**config.mk**
```make
export PLATFORM = sky130hd
export DESIGN_NAME = host_cmd_initiator_flat
export DESIGN_NICKNAME = d
export VERILOG_FILES = /design/src/rtl/host_cmd_initiator_if.sv /design/src/rtl/host_cmd_initiator.sv /design/src/flat_wrapper.sv
export SDC_FILE = /design/constraint.sdc
export NUM_CORES = 1
export LEC_CHECK = 0
export ABC_CLOCK_PERIOD_IN_PS = 2200
export CAP_MARGIN = 20
export CORE_MARGIN = 2
export CORE_UTILIZATION = 52
export CTS_BUF_LIST = sky130_fd_sc_hd__clkbuf_16
export DETAILED_ROUTE_END_ITERATION = 16
export GPL_ROUTABILITY_DRIVEN = 0
export GPL_TIMING_DRIVEN = 0
export MAX_ROUTING_LAYER = met4
export PLACE_DENSITY = 0.8
export SLEW_MARGIN = 20
export SYNTH_ARGS = -nofsm -noshare
export SYNTH_HDL_FRONTEND = slang
export SYNTH_SLANG_ARGS = --single-unit
```
**constraint.sdc**
```tcl
create_clock -name CLK -period 2.2 [get_ports CLK]
set_input_delay 0.44 -clock CLK [delete_from_list [all_inputs] [get_ports CLK]]
set_output_delay 0.44 -clock CLK [all_outputs]
set_load 0.01 [all_outputs]
```
**src/rtl/host_cmd_initiator_if.sv**
```systemverilog
// Handshake bundle between the host controller, the initiator and the uart_tx/uart_rx pair.
// master: the initiator's view; slave: the host/UART environment's view.
interface host_cmd_initiator_if;
    logic        Start_in;
    logic [7:0]  Ins_in;
    logic [15:0] A_in;
    logic [15:0] B_in;
    logic        Tx_DV_out;
    logic [7:0]  Tx_Byte_out;
    logic        Tx_Done_in;
    logic        Rx_DV_in;
    logic [7:0]  Rx_Byte_in;
    logic        Busy_out;
    logic [15:0] Result_out;
    logic        Result_valid_out;
    logic        Timeout_out;

    modport master (
        input  Start_in, Ins_in, A_in, B_in,
        input  Tx_Done_in, Rx_DV_in, Rx_Byte_in,
        output Tx_DV_out, Tx_Byte_out, Busy_out,
        output Result_out, Result_valid_out, Timeout_out
    );

    modport slave (
        output Start_in, Ins_in, A_in, B_in,
        output Tx_Done_in, Rx_DV_in, Rx_Byte_in,
        input  Tx_DV_out, Tx_Byte_out, Busy_out,
        input  Result_out, Result_valid_out, Timeout_out
    );
endinterface

```
**src/rtl/host_cmd_initiator.sv**
```systemverilog
// Host-side initiator: sends a 5-byte command frame over UART TX,
// then collects the 2-byte MSB-first response from UART RX.
module host_cmd_initiator #(
    parameter int unsigned TIMEOUT_CYCLES = 1000000,
    parameter int unsigned TO_W           = 20
) (
    input logic                  CLK,
    input logic                  RST,
    host_cmd_initiator_if.master bus
);

    typedef enum logic [1:0] {
        IDLE,
        SEND,
        WAIT_TX,
        RECV
    } state_e;

    // Counter value seen on the cycle that would push it to TIMEOUT_CYCLES-1.
    localparam logic [TO_W-1:0] TO_LAST = TO_W'(TIMEOUT_CYCLES - 2);

    state_e          state_q, state_d;
    logic [2:0]      tx_idx_q, tx_idx_d;
    logic            rx_cnt_q, rx_cnt_d;
    logic [TO_W-1:0] to_q, to_d;
    logic [7:0]      ins_q, ins_d;
    logic [15:0]     a_q, a_d;
    logic [15:0]     b_q, b_d;
    logic [7:0]      msb_q, msb_d;
    logic [15:0]     res_q, res_d;
    logic            rv_q, rv_d;
    logic            tmo_q, tmo_d;
    logic [7:0]      tx_byte;

    always_ff @(posedge CLK) begin
        if (RST) begin
            state_q  <= IDLE;
            tx_idx_q <= 3'd0;
            rx_cnt_q <= 1'b0;
            to_q     <= '0;
            ins_q    <= 8'h00;
            a_q      <= 16'h0000;
            b_q      <= 16'h0000;
            msb_q    <= 8'h00;
            res_q    <= 16'h0000;
            rv_q     <= 1'b0;
            tmo_q    <= 1'b0;
        end else begin
            state_q  <= state_d;
            tx_idx_q <= tx_idx_d;
            rx_cnt_q <= rx_cnt_d;
            to_q     <= to_d;
            ins_q    <= ins_d;
            a_q      <= a_d;
            b_q      <= b_d;
            msb_q    <= msb_d;
            res_q    <= res_d;
            rv_q     <= rv_d;
            tmo_q    <= tmo_d;
        end
    end

    always_comb begin
        state_d  = state_q;
        tx_idx_d = tx_idx_q;
        rx_cnt_d = rx_cnt_q;
        to_d     = to_q;
        ins_d    = ins_q;
        a_d      = a_q;
        b_d      = b_q;
        msb_d    = msb_q;
        res_d    = res_q;
        rv_d     = 1'b0;
        tmo_d    = 1'b0;
        case (state_q)
            IDLE: begin
                if (bus.Start_in) begin
                    ins_d    = bus.Ins_in;
                    a_d      = bus.A_in;
                    b_d      = bus.B_in;
                    tx_idx_d = 3'd0;
                    state_d  = SEND;
                end
            end
            SEND: begin
                state_d = WAIT_TX;
            end
            WAIT_TX: begin
                if (bus.Tx_Done_in) begin
                    if (tx_idx_q == 3'd4) begin
                        rx_cnt_d = 1'b0;
                        to_d     = '0;
                        state_d  = RECV;
                    end else begin
                        tx_idx_d = tx_idx_q + 3'd1;
                        state_d  = SEND;
                    end
                end
            end
            RECV: begin
                // A byte arriving on the limit cycle takes priority over the timeout.
                if (bus.Rx_DV_in) begin
                    if (!rx_cnt_q) begin
                        msb_d    = bus.Rx_Byte_in;
                        rx_cnt_d = 1'b1;
                        to_d     = '0;
                    end else begin
                        res_d   = {msb_q, bus.Rx_Byte_in};
                        rv_d    = 1'b1;
                        state_d = IDLE;
                    end
                end else if (to_q == TO_LAST) begin
                    tmo_d   = 1'b1;
                    state_d = IDLE;
                end else begin
                    to_d = to_q + TO_W'(1);
                end
            end
            default: state_d = IDLE;
        endcase
    end

    always_comb begin
        tx_byte = 8'h00;
        if (state_q == SEND || state_q == WAIT_TX) begin
            case (tx_idx_q)
                3'd0:    tx_byte = ins_q;
                3'd1:    tx_byte = a_q[15:8];
                3'd2:    tx_byte = a_q[7:0];
                3'd3:    tx_byte = b_q[15:8];
                3'd4:    tx_byte = b_q[7:0];
                default: tx_byte = 8'h00;
            endcase
        end
    end

    assign bus.Tx_DV_out        = (state_q == SEND);
    assign bus.Tx_Byte_out      = tx_byte;
    assign bus.Busy_out         = (state_q != IDLE);
    assign bus.Result_out       = res_q;
    assign bus.Result_valid_out = rv_q;
    assign bus.Timeout_out      = tmo_q;

endmodule
```
**src/flat_wrapper.sv**
```systemverilog
// flat-port wrapper written by rule: the top's interface ports become plain ports
module host_cmd_initiator_flat 
#(
    parameter int unsigned TIMEOUT_CYCLES = 1000000,
    parameter int unsigned TO_W           = 20
)
  (CLK, RST, bus_Start_in, bus_Ins_in, bus_A_in, bus_B_in, bus_Tx_Done_in, bus_Rx_DV_in, bus_Rx_Byte_in, bus_Tx_DV_out, bus_Tx_Byte_out, bus_Busy_out, bus_Result_out, bus_Result_valid_out, bus_Timeout_out);
  host_cmd_initiator_if bus_i ();
  input logic CLK;
  input logic RST;
  input wire logic [$bits(bus_i.Start_in)-1:0] bus_Start_in;
  input wire logic [$bits(bus_i.Ins_in)-1:0] bus_Ins_in;
  input wire logic [$bits(bus_i.A_in)-1:0] bus_A_in;
  input wire logic [$bits(bus_i.B_in)-1:0] bus_B_in;
  input wire logic [$bits(bus_i.Tx_Done_in)-1:0] bus_Tx_Done_in;
  input wire logic [$bits(bus_i.Rx_DV_in)-1:0] bus_Rx_DV_in;
  input wire logic [$bits(bus_i.Rx_Byte_in)-1:0] bus_Rx_Byte_in;
  output wire logic [$bits(bus_i.Tx_DV_out)-1:0] bus_Tx_DV_out;
  output wire logic [$bits(bus_i.Tx_Byte_out)-1:0] bus_Tx_Byte_out;
  output wire logic [$bits(bus_i.Busy_out)-1:0] bus_Busy_out;
  output wire logic [$bits(bus_i.Result_out)-1:0] bus_Result_out;
  output wire logic [$bits(bus_i.Result_valid_out)-1:0] bus_Result_valid_out;
  output wire logic [$bits(bus_i.Timeout_out)-1:0] bus_Timeout_out;
  assign bus_i.Start_in = bus_Start_in;
  assign bus_i.Ins_in = bus_Ins_in;
  assign bus_i.A_in = bus_A_in;
  assign bus_i.B_in = bus_B_in;
  assign bus_i.Tx_Done_in = bus_Tx_Done_in;
  assign bus_i.Rx_DV_in = bus_Rx_DV_in;
  assign bus_i.Rx_Byte_in = bus_Rx_Byte_in;
  assign bus_Tx_DV_out = bus_i.Tx_DV_out;
  assign bus_Tx_Byte_out = bus_i.Tx_Byte_out;
  assign bus_Busy_out = bus_i.Busy_out;
  assign bus_Result_out = bus_i.Result_out;
  assign bus_Result_valid_out = bus_i.Result_valid_out;
  assign bus_Timeout_out = bus_i.Timeout_out;
  host_cmd_initiator #(.TIMEOUT_CYCLES(TIMEOUT_CYCLES), .TO_W(TO_W)) u_core (.CLK(CLK), .RST(RST), .bus(bus_i));
endmodule
```
==> flow_metrics.env, run 1 <==
export IMPL_status="complete, but fails checks"
export IMPL_violations="negative setup slack"
export IMPL_end_kind="output pin"
export IMPL_vias_per_cell=5.90
export IMPL_cp_data_required_time_ps=1760
export IMPL_boundaryPins=81
export IMPL_initialDrtViolationCount=312
export IMPL_yosysMostFrequentCell="nand2_1"
export IMPL_yosysWarnings=0
export IMPL_hp_start="u_core.msb_q[1]"
export IMPL_seq_area_mm2=0.00185
export IMPL_start_util_pct=54.2
export IMPL_reg2reg_depth=7
export IMPL_cts_root_buf="clkbuf_16"
export IMPL_io_buffers=79
export IMPL_slowest_delay_ps=400
export IMPL_routed_top_layer="met4"
export IMPL_finalHoldViolCount=0
export IMPL_slew_viol_final=0
export IMPL_crit_arrival_ps=2000
export IMPL_drive_gt1_share_pct=14.2
export IMPL_dp_hpwl_um=8150
export IMPL_dieArea_mm2=0.00883
export IMPL_yosysSeqAreaShare_pct=43.7
export IMPL_cts_hold_buf=0
export IMPL_grt_pass1_vias=4200
export IMPL_syn_inst=532
export IMPL_clockBufferDepth=2
export IMPL_synth_area_leaders="dfxtp_1 (44%), nand2_1 (12%), a21oi_1 (9.2%), ha_1 (3.6%), nor2_1 (2.6%)"
export IMPL_cts_tree="yes"
export IMPL_place_inst=713
export IMPL_num_vias=4459
export IMPL_holdPathStages=2
export IMPL_timing_fmax_mhz=410
export IMPL_ys_flop_type="dfxtp_1"
export IMPL_startpoint_type="flop"
export IMPL_rrSetupSlack_ps=40
export IMPL_worst_pin_slew_ps=749
export IMPL_slew_headroom_pct=49.9
export IMPL_powerDensity_mw_per_mm2=835
export IMPL_cap_violations=0
export IMPL_fp_dieH_um=94.0
export IMPL_synthesis_nets=597
export IMPL_worstSkewPairLatency_ps=350
export IMPL_syn_area_per_cell_um2=7.91
export IMPL_synth_seq_cells=92
export IMPL_setup_viol=8
export IMPL_wl_um=13200
export IMPL_synth_top_area_share_pct=43.7
export IMPL_grt_antenna_before_repair=0
export IMPL_synth_cell_types=51
export IMPL_pre_cts_slack_ps=-736
export IMPL_power_leakage_nw=2.16
export IMPL_h_tree_depth=3
export IMPL_wl_met1_um=5290
export IMPL_dr_wl_met2_um=6440
export IMPL_drcViolationCount=0
export IMPL_syn_cell_area_mm2=0.00421
export IMPL_grtUsageTotal_pct=29.2
export IMPL_ir_drop_uv=487
export IMPL_min_path_type="flop to flop"
export IMPL_path_clk_slew_ps=70
export IMPL_grt_max_degree=17
export IMPL_worst_slack_ps=-237
export IMPL_clkSinkCount=92
export IMPL_detail_route_wl_per_cell_um=17.5
export IMPL_antennaDiodeCount=0
export IMPL_skew_ps=9.22
export IMPL_cts_made_buffers=9
export IMPL_r2r_start="u_core.state_q[1]"
export IMPL_die_x_um=94.0
export IMPL_grt_setup_unrepaired="true"
export IMPL_multi_input_area_mm2=0.00235
export IMPL_fillerInstances=554
export IMPL_cp_slowest_cell="dfxtp_4"
export IMPL_grt_pass1_wl_um=19900
export IMPL_synth_edf_count=0
export IMPL_worstPathMaxFanout=4
export IMPL_cp_cell_sequence="inv_6 -> ha_4 -> nor2b_4 -> o41ai_4 -> buf_4 -> buf_6 -> a31oi_2 -> buf_2"
export IMPL_drtPass1Iterations=5
export IMPL_core_area_mm2=0.00777
export IMPL_layout_cells_non_filler=756
export IMPL_finalNetCount=714
export IMPL_synthArstFlopShare_pct=0
export IMPL_areaGrowthSynthToFinish_pct=39.6
export IMPL_crit_type="flop to output pin"
export IMPL_grt_overflow=0
export IMPL_min_to="u_core.bus.Result_out[9]"
export IMPL_fin_crit_ps=2440
export IMPL_post_synth_top_area_cell="dfxtp_1"
export IMPL_row_count=32
export IMPL_routed_wl_met3_um=1020
export IMPL_ant_nets=0
export IMPL_period_share_pct=111
export IMPL_synth_top_cells_by_count="nand2_1 (133), dfxtp_1 (92), a21oi_1 (77)"
export IMPL_r2r_end="u_core.to_q[0]"
export IMPL_hold_worst_slack_ps=454
[registers in the layout, indices dropped and copies added (netlist names), 2 cells and up]
signal / flops
u_core.state_q: 2
u_core.tx_idx_q: 3
u_core.msb_q: 8
u_core.b_q: 16
u_core.bus.Result_out: 16
u_core.ins_q: 8
u_core.to_q: 20
u_core.a_q: 16
[layout by cell type, fill, tap and decap left out, types with 3 or more instances in the layout]
cell,count
nand2_1,133
dfxtp_1,89
a21oi_1,74
clkdlybuf4s50_1,70
nor2_1,28
buf_6,19
clkbuf_1,17
buf_4,14
inv_1,12
a22oi_1,12
buf_2,12
nand4_1,11
nor3_1,11
a31oi_1,10
o21ai_0,10
mux2i_1,9
clkbuf_16,9
nand3_1,6
ha_1,6
a41oi_1,5
and2_1,4
buf_1,4
and3_1,4
nand2b_1,4
or3_1,4
o21a_1,4
ha_4,4
nor2b_4,3
nand4bb_1,3
a21o_1,3
dfxtp_4,3
[per-layer routing]
layer	global-route usage (%)	vias to the layer above
met5	-	-
met4	14.0	0
met3	3.93	51
met2	48.3	235
met1	35.3	2071
li1	-	2102
[area by class of cell]
| class | instances | share of cell area [%] |
|---|---|---|
| clock inverters | 7 | 0.894 |
| flip-flops and latches | 92 | 31.5 |
| plain buffers | 27 | 1.96 |
| repair buffers | 112 | 18.6 |
| multi-input cells | 394 | 40.1 |
| inverters | 13 | 0.958 |
| well taps | 102 | 2.17 |
| clock buffers | 9 | 3.83 |
[worst max path at each step]
stage	startpoint	to	slack, ps	cells after the start
floorplan	u_core.tx_idx_q[0]	bus_Tx_Byte_out[1]	170	5
global placement	u_core.tx_idx_q[2]	bus_Tx_Byte_out[1]	-740	6
detailed placement	u_core.tx_idx_q[2]	bus_Tx_Byte_out[1]	-740	6
CTS	u_core.tx_idx_q[1]	bus_Tx_Byte_out[5]	-190	9
global route	u_core.tx_idx_q[0]	bus_Tx_Byte_out[1]	-310	7
finish	u_core.tx_idx_q[0]	bus_Tx_Byte_out[5]	-240	8
[critical path: cells and delay by family, from the launching register on]
family,cells,cell delay (ps)
buffers and inverters,4,520
AO/OA/AOI/OAI,2,410
flip-flops,1,400
adder cells (fa/ha/maj),1,160
AND/OR/NAND/NOR,1,140
[power by group]
part           internal, mW  leakage, nW  switching [mW]
Combinational         0.659         1.28           0.832
Clock                 0.774        0.135           0.688
Sequential             1.83        0.750           0.121
Total                  3.27         2.16            1.64
[metrics by stage]
step	TNS, ps	cell area (um^2)	power, mW	utilization, %
floorplan	0	4210	2.66	-
global placement	-11630	5130	3.06	66.0
detailed placement	-11940	5130	3.10	66.0
CTS	-1290	5690	4.74	73.2
global route	-2280	5880	5.09	75.6
finish	-1610	5880	4.91	75.6
[cells by family after synthesis]
| family | share of synthesized area, % |
|---|---|
| and+or+nand+nor | 25.1 |
| AOI/OAI and AO/OA | 21.0 |
| muxes | 2.14 |
| buffers and inverters | 4.40 |
| DFF | 43.7 |
| adders and majority gates | 3.57 |
[what timing repair did]
action / CTS / global route
resized for setup: 69 / 29
endpoints found under the setup margin: 28 / 29
pin swaps: 4 / 7
setup buffers: 26 / 8
Note: power is estimated with default switching activity, not from simulation.
==> run 2: changes to the inputs <==
--- a/config.mk
+++ b/config.mk
@@ -15,6 +15,8 @@
 export GPL_TIMING_DRIVEN = 0
 export MAX_ROUTING_LAYER = met4
 export PLACE_DENSITY = 0.8
+export REMOVE_ABC_BUFFERS = 1
+export SKIP_CTS_REPAIR_TIMING = 1
 export SLEW_MARGIN = 20
 export SYNTH_ARGS = -nofsm -noshare
 export SYNTH_HDL_FRONTEND = slang
==> run 2 against run 1 <==
Against the previous run:
- the flow still finishes with violations (negative setup slack)
- sequential share of layout area up 1.6 points
- highest routed layer unchanged
- total power down 4.3%
- clock power about the same
- wire length down 14%
- die area unchanged
- core utilization down 3.5 points
- via count down 7.2%
- critical path type unchanged
- critical endpoint unchanged
- largest power group unchanged
- hold slack worse by 71 ps
==> flow_metrics.env, run 2 (same netlist as run 1, synthesis figures left out) <==
export IMPL_start_util_pct=54.2
export IMPL_drcViolationCount=0
export IMPL_fin_area_mm2=0.00560
export IMPL_h_tree_depth=3
export IMPL_end_kind="output pin"
export IMPL_holdPathStages=2
export IMPL_dpl_cell_area_mm2=0.00503
export IMPL_min_to="u_core.a_q[1]"
export IMPL_crit_type="flop to output pin"
export IMPL_wl_um=11300
export IMPL_violations="negative setup slack"
export IMPL_cp_cell_sequence="inv_4 -> ha_4 -> nor2b_4 -> o41ai_4 -> buf_4 -> buf_6 -> a31oi_4 -> buf_6"
export IMPL_path_clk_slew_ps=70
export IMPL_period_share_pct=106
export IMPL_row_count=32
export IMPL_initialDrtViolationCount=229
export IMPL_finalNetCount=670
export IMPL_r2r_start="u_core.to_q[1]"
export IMPL_grt_setup_unrepaired="true"
export IMPL_antennaDiodeCount=0
export IMPL_cp_slowest_cell="dfxtp_4"
export IMPL_clockBufferDepth=2
export IMPL_grt_max_degree=72
export IMPL_powerDensity_mw_per_mm2=838
export IMPL_vias_per_cell=5.81
export IMPL_largest_register="u_core.to_q"
export IMPL_largest_register_ffs=20
export IMPL_drive_gt1_share_pct=11.5
export IMPL_ant_nets=0
export IMPL_core_area_mm2=0.00777
export IMPL_startpoint_type="flop"
export IMPL_fp_dieH_um=94.0
export IMPL_grt_overflow=0
export IMPL_num_vias=4140
export IMPL_timing_fmax_mhz=427
export IMPL_worstPathMaxFanout=4
export IMPL_pre_cts_slack_ps=-1240
export IMPL_hp_start="RST"
export IMPL_min_path_type="input port to flop"
export IMPL_cp_common_cell="buf_6"
export IMPL_fin_crit_ps=2340
export IMPL_finalHoldViolCount=0
export IMPL_skew_ps=5.40
export IMPL_slew_viol_final=0
export IMPL_cap_violations=0
export IMPL_final_common_cell="nand2_1"
export IMPL_grt_pass1_vias=3738
export IMPL_areaGrowthSynthToFinish_pct=33.1
export IMPL_clkSinkCount=92
export IMPL_grt_pass1_wl_um=17300
export IMPL_worstSkewPairLatency_ps=340
export IMPL_dieArea_mm2=0.00883
export IMPL_worst_pin_slew_ps=741
export IMPL_r2r_end="u_core.state_q[1]"
export IMPL_slowest_delay_ps=370
export IMPL_detail_route_wl_per_cell_um=15.9
export IMPL_die_x_um=94.0
export IMPL_grt_antenna_before_repair=0
export IMPL_worst_slack_ps=-139
export IMPL_cts_made_buffers=9
export IMPL_reg2reg_depth=6
export IMPL_final_cell_mix="nand2_1 (132), dfxtp_1 (87), a21oi_1 (75), clkdlybuf4s50_1 (70), nor2_1 (27)"
export IMPL_rrSetupSlack_ps=100
export IMPL_drtPass1Iterations=7
export IMPL_setup_viol=8
export IMPL_cts_tree="yes"
export IMPL_io_buffers=80
export IMPL_final_setup_tns_ps=-683
export IMPL_slew_headroom_pct=50.4
export IMPL_cp_data_required_time_ps=1760
export IMPL_status="complete, but fails checks"
export IMPL_ir_drop_uv=582
export IMPL_dp_hpwl_um=7030
export IMPL_cts_root_buf="clkbuf_16"
export IMPL_boundaryPins=81
export IMPL_power_leakage_nw=2.08
export IMPL_crit_arrival_ps=1900
export IMPL_grtUsageTotal_pct=24.7
export IMPL_utilization_pct=72.1
-- run 2: cell types whose count changed in the layout (fill, tap and decap cells not counted), sizes merged --
cell	change
buf	-34
clkbuf	-14
clkinv	+1
clkinvlp	-1
dlygate4sd2	-1
dlymetal6s2s	+5
-- run 2: per-stage QoR --
stage	std cells	total power [mW]	hold slack, ps
finish	712	4.69	383
detailed placement	682	3.04	446
CTS	698	4.51	386
global route	712	4.89	387
global placement	681	2.99	436
floorplan	499	2.60	425
-- run 2: where the power goes --
group          switching [mW]  internal [mW]  total [mW]
logic                   0.719          0.557        1.28
clock network           0.687          0.782        1.47
registers               0.112           1.84        1.95
total                    1.52           3.18        4.69
-- run 2: per-layer routing --
metal  wire length [um]  up-vias  GRT usage [%]
met5                  0        -              -
met4                125        0           8.57
met3                793       12           4.01
met2               5660      163           41.1
met1               4750     1954           30.7
li1                   -     2011              -
-- run 2: worst max-delay path by stage --
stage / start / end / slack [ps]
2_1_floorplan: u_core.state_q[0] / u_core.to_q[15] / -50
3_5_place_dp: bus_Rx_DV_in / u_core.to_q[9] / -1240
5_1_grt: u_core.tx_idx_q[0] / bus_Tx_Byte_out[5] / -180
4_1_cts: u_core.tx_idx_q[2] / bus_Tx_Byte_out[1] / -1120
6_report: u_core.tx_idx_q[0] / bus_Tx_Byte_out[5] / -140
3_3_place_gp: RST / u_core.to_q[15] / -2400
-- run 2: worst max-delay path, delay by kind of cell, from the launching register on --
family                     cells  cell delay, ps
and+or+nand+nor                1             140
DFF                            1             370
buffers and inverters          4             490
AOI/OAI and AO/OA              2             400
adders and majority gates      1             150
-- run 2: area by class of cell --
cell class / count / area (um^2)
inverter: 13 / 51.3
sequential: 92 / 1860
timing repair buffer: 95 / 946
fill: 593 / 2160
clock inverter: 7 / 57.6
multi-input combinational: 394 / 2340
clock buffer: 9 / 225
tap: 102 / 128
